<file path="config.mk">
export PLATFORM = sky130hd
export DESIGN_NAME = noc_out_port
export DESIGN_NICKNAME = d
export VERILOG_FILES = /design/src/rtl/noc_out_port.sv
export SDC_FILE = /design/constraint.sdc
export NUM_CORES = 1
export LEC_CHECK = 0
export CAP_MARGIN = 20
export CORE_UTILIZATION = 41
export DETAILED_ROUTE_END_ITERATION = 8
export GPL_TIMING_DRIVEN = 0
export HOLD_SLACK_MARGIN = 0.12
export PLACE_DENSITY = 0.84
export RECOVER_POWER = 50
export SETUP_SLACK_MARGIN = 0.02
export SYNTH_ARGS = -nofsm -noshare
export SYNTH_HDL_FRONTEND = slang
export SYNTH_SLANG_ARGS = --single-unit
</file>
<file path="constraint.sdc">
create_clock -name clk -period 2.1 [get_ports clk]
set_input_delay 0.21 -clock clk [delete_from_list [all_inputs] [get_ports clk]]
set_output_delay 0.21 -clock clk [all_outputs]
set_load 0.02 [all_outputs]
</file>
<file path="src/rtl/noc_out_port.sv">
// Router output port: drains one output FIFO and forwards flits to one of five
// neighbours over a 4-phase req/ack handshake, XY-routed wormhole style.
module noc_out_port #(
  parameter int X_COORD = 0,
  parameter int Y_COORD = 0,
  parameter int ADDR_W  = 1,
  parameter int DX_LSB  = 8,
  parameter int DY_LSB  = 12
) (
  input  logic        clk,
  input  logic        reset,
  input  logic [31:0] q,
  input  logic        empty,
  input  logic [6:0]  usedw,
  output logic        rdreq,
  output logic [31:0] dataOut,
  output logic [4:0]  Outr,
  input  logic [4:0]  Outw,
  output logic        busy
);

  typedef enum logic [2:0] {
    IDLE  = 3'd0,
    READ  = 3'd1,
    LATCH = 3'd2,
    REQ   = 3'd3,
    REL   = 3'd4
  } state_t;

  localparam logic [2:0] DIR_W = 3'd0;
  localparam logic [2:0] DIR_S = 3'd1;
  localparam logic [2:0] DIR_E = 3'd2;
  localparam logic [2:0] DIR_N = 3'd3;
  localparam logic [2:0] DIR_L = 3'd4;

  localparam logic [ADDR_W-1:0] X_HERE = ADDR_W'(X_COORD);
  localparam logic [ADDR_W-1:0] Y_HERE = ADDR_W'(Y_COORD);

  function automatic logic [2:0] xy_route(input logic [31:0] hdr);
    logic [ADDR_W-1:0] dx;
    logic [ADDR_W-1:0] dy;
    dx = hdr[DX_LSB +: ADDR_W];
    dy = hdr[DY_LSB +: ADDR_W];
    if (dx > X_HERE)      return DIR_E;
    else if (dx < X_HERE) return DIR_W;
    else if (dy > Y_HERE) return DIR_N;
    else if (dy < Y_HERE) return DIR_S;
    else                  return DIR_L;
  endfunction

  function automatic logic [4:0] onehot(input logic [2:0] dir);
    case (dir)
      DIR_W:   return 5'b00001;
      DIR_S:   return 5'b00010;
      DIR_E:   return 5'b00100;
      DIR_N:   return 5'b01000;
      DIR_L:   return 5'b10000;
      default: return 5'b00000;
    endcase
  endfunction

  state_t      state_r, state_s;
  logic        rdreq_r, rdreq_s;
  logic [31:0] data_r, data_s;
  logic [4:0]  outr_r, outr_s;
  logic [2:0]  route_r, route_s;
  logic        pkt_active_r, pkt_active_s;
  logic [2:0]  hdr_route_s;
  logic        ack_s;
  logic        unused_s;

  assign unused_s    = ^usedw;
  assign hdr_route_s = xy_route(q);
  // Only the ack line of the latched route counts; other neighbours are ignored.
  assign ack_s       = |(onehot(route_r) & Outw);

  // State and all output registers; reset drops any flit or packet in flight.
  always_ff @(posedge clk or negedge reset) begin
    if (!reset) begin
      state_r      <= IDLE;
      rdreq_r      <= 1'b0;
      data_r       <= 32'd0;
      outr_r       <= 5'd0;
      route_r      <= 3'd0;
      pkt_active_r <= 1'b0;
    end else begin
      state_r      <= state_s;
      rdreq_r      <= rdreq_s;
      data_r       <= data_s;
      outr_r       <= outr_s;
      route_r      <= route_s;
      pkt_active_r <= pkt_active_s;
    end
  end

  // Next-state and next-output logic for the read / latch / handshake sequence.
  always_comb begin
    state_s      = state_r;
    rdreq_s      = 1'b0;
    data_s       = data_r;
    outr_s       = outr_r;
    route_s      = route_r;
    pkt_active_s = pkt_active_r;
    case (state_r)
      IDLE: begin
        if (!empty) begin
          rdreq_s = 1'b1;
          state_s = READ;
        end else begin
          state_s = IDLE;
        end
      end
      READ: begin
        state_s = LATCH;
      end
      LATCH: begin
        data_s = q;
        if (!pkt_active_r) begin
          route_s      = hdr_route_s;
          pkt_active_s = 1'b1;
          outr_s       = onehot(hdr_route_s);
        end else begin
          outr_s = onehot(route_r);
        end
        state_s = REQ;
      end
      REQ: begin
        if (ack_s) begin
          outr_s  = 5'd0;
          state_s = REL;
        end else begin
          state_s = REQ;
        end
      end
      REL: begin
        if (!ack_s) begin
          // Tail released: the packet ends and the route is forgotten.
          if (data_r[4]) begin
            pkt_active_s = 1'b0;
            route_s      = 3'd0;
          end else begin
            pkt_active_s = pkt_active_r;
          end
          state_s = IDLE;
        end else begin
          state_s = REL;
        end
      end
      default: begin
        state_s = IDLE;
        outr_s  = 5'd0;
      end
    endcase
  end

  assign rdreq   = rdreq_r;
  assign dataOut = data_r;
  assign Outr    = outr_r;
  assign busy    = pkt_active_r;

endmodule

</file>
==> results.json <==
{
  "synth_edf_count": 0,
  "cts-root-buf": "clkbuf_8",
  "vdd.ir_drop.worst_mv": 0.765,
  "worstSetupEndpointType": "flop",
  "max_slew.worst_pin.slew_ns": 1.28,
  "rows": 24,
  "syn_to_final_growth_pct": 50.4,
  "path_class": "reg -> reg",
  "io_pins": 86,
  "finalClockSkew_ns": 0.00660,
  "yosysMostFrequentCell": "nand2_1",
  "gr-total-overflow": 0,
  "drc": 8,
  "grt_pass1_vias": 1754,
  "dp_hpwl_um": 3400,
  "synthTopCellsByCount": "99 x nand2_1, 45 x dfrtp_1, 13 x nor2_1",
  "htreeDepth": 2,
  "final-hold-violation-count": 0,
  "timing.setup.tns_ns": 0,
  "yosys.area.top_type_share_pct": 58.1,
  "p_leak_uw": 0.00136,
  "cts_tree": "yes",
  "report.power.total_uw": 4300,
  "drv_slew": 0,
  "powerDensity_mw_per_mm2": 1470,
  "via_per_inst": 5.00,
  "die_y_um": 70.8,
  "start_kind": "flop",
  "core-area_sq_mm": 0.00444,
  "antenna_left": 0,
  "pre_cts_ws_ns": 0.249,
  "grt_use_total_pct": 19.7,
  "syn_area_sq_mm": 0.00194,
  "cts_made_buffers": 5,
  "start_util_pct": 43.6,
  "routedWlPerCell_um": 13.1,
  "worstPathRequired_ns": 2.27,
  "clkLatencyLatePin_ns": 0.29,
  "grt_setup_unrepaired": "false",
  "layout_setup_ws_ns": 0.314,
  "synth_area_per_cell_sq_um": 9.14,
  "cp_max_fo": 8,
  "vias": 1760,
  "synth_seq_area_share_pct": 58.1,
  "r2r_start": "route_r[0]",
  "outcome": "complete, but fails checks",
  "grt_pass1_wl_um": 7820,
  "layout-drive-gt1-share_pct": 8.33,
  "die_w_um": 70.8,
  "maxCapViolCount": 0,
  "grt_max_degree": 25,
  "final.min_clock_period_ns": 1.79,
  "layout.nets": 346,
  "clockBufferDepth": 2,
  "netlist.top_cell.by_area": "dfrtp_1",
  "max_clock_freq_mhz": 560,
  "fin_crit_sh_pct": 85.1,
  "clkTransAtPathRegs_ns": 0.08,
  "drt-pass1-iter-count": 6,
  "drt_wl_total_um": 4610,
  "arrival_ns": 1.96,
  "syn_nets": 259,
  "diodes": 0,
  "hp-class": "in -> reg",
  "cts.repair.resized": 0,
  "drtIter0Drc": 145,
  "relSlewSlack_pct": 14.8,
  "yosys_warnings": 0,
  "ys_seq_elements": 45,
  "ys_types": 35,
  "ys_top_cells_by_area": "dfrtp_1 58%, nand2_1 19%, nor2_1 2.5%",
  "die_area_sq_mm": 0.00501,
  "syn_inst": 212,
  "setup_viol": 0,
  "gp_congestion": 0.863,
  "ys_async_sr_fraction_pct": 100,
  "grt_antenna_before_repair": 0,
  "portBuffers": 78,
  "critPathLaunch": "route_r[0]",
  "clock-sinks": 45,
  "failed_checks": "DRC",
  "hp-start": "q[24]",
  "ys.flop_type": "dfrtp_1"
}
repair_timing:
| action | in CTS | in global routing |
|---|---|---|
| setup buffers | 0 | 0 |
| hold endpoints to repair | 21 | 0 |
| hold buffers | 1 | 0 |
where the power goes:
part	switching, uW	total (uW)	internal (uW)	leakage, uW
clock	279	577	297	0.0000542
sequential	250	1510	1260	0.000554
combinational	1250	2210	964	0.000755
total	1780	4300	2520	0.00136
critical path: stages, from the launching register on:
cell and delay [ns]:
dfrtp_1 0.49, mux2_2 0.39, a221oi_4 0.42, and3_4 0.30, a21oi_2 0.06
metal layers:
layer | track usage (%) | vias to the layer above | wire [um]
li1 | - | 862 | -
met1 | 24.6 | 821 | 1950
met2 | 32.9 | 69 | 2270
met3 | 5.98 | 8 | 322
met4 | 6.67 | 0 | 66
met5 | 0 | - | 0
cell usage in the layout, fill, tap and decap left out, types with 2 or more instances in the layout:
cell type and count:
a21oi_1 2, nor2_1 13, inv_1 4, buf_2 4, clkdlybuf4s50_1 60, o21ai_0 4
nor3_1 2, dlygate4sd3_1 18, nand3_1 3, dfrtp_1 45, clkbuf_8 7, nand2_1 99
o22ai_1 3, a31oi_1 3, clkbuf_1 7, o211ai_1 2
sequential cells by signal (all words and copies together) (netlist names):
signal	count
busy	1
route_r	3
state_r	3
Outr	5
dataOut	32
rdreq	1
layout make-up:
cell class	count	area (sq um)
Buffer	10	42.5
Clock buffer	7	96.3
Clock inverter	1	5.00
Fill cell	384	1530
Inverter	4	15.0
Multi-Input combinational cell	153	752
Sequential cell	45	1130
Tap cell	52	65.1
Timing Repair Buffer	80	812
final timing paths:
kind,to,slack [ns],cells past startpoint
max in group asynchronous,dataOut[4],0.63,2
min in group asynchronous,rdreq,0.71,2
max,busy,0.31,4
min reg2reg,dataOut[24],0.48,2
min,dataOut[24],0.44,3
max reg2reg,busy,0.31,4
cells by family (layout without fill, tap and decap cells):
logic type / count (synthesis) / in the layout / share of synthesized area, %
AND/OR/NAND/NOR: 126 / 126 / 27.1
flip-flops: 45 / 45 / 58.1
AO/OA/AOI/OAI: 25 / 25 / 10.3
buffers and inverters: 14 / 102 / 3.10
multiplexers: 2 / 2 / 1.36
metrics by stage:
stage | util [%] | cells | instance area [sq um] | hold slack [ns]
finish | 65.6 | 352 | 2910 | 0.438
detailed placement | 63.1 | 343 | 2810 | 0.223
floorplan | - | 212 | 1940 | -0.0856
global route | 65.6 | 352 | 2910 | 0.433
global placement | 62.6 | 342 | 2780 | 0.455
CTS | 65.7 | 352 | 2920 | 0.426
Note: power is estimated with default switching activity, not from simulation.
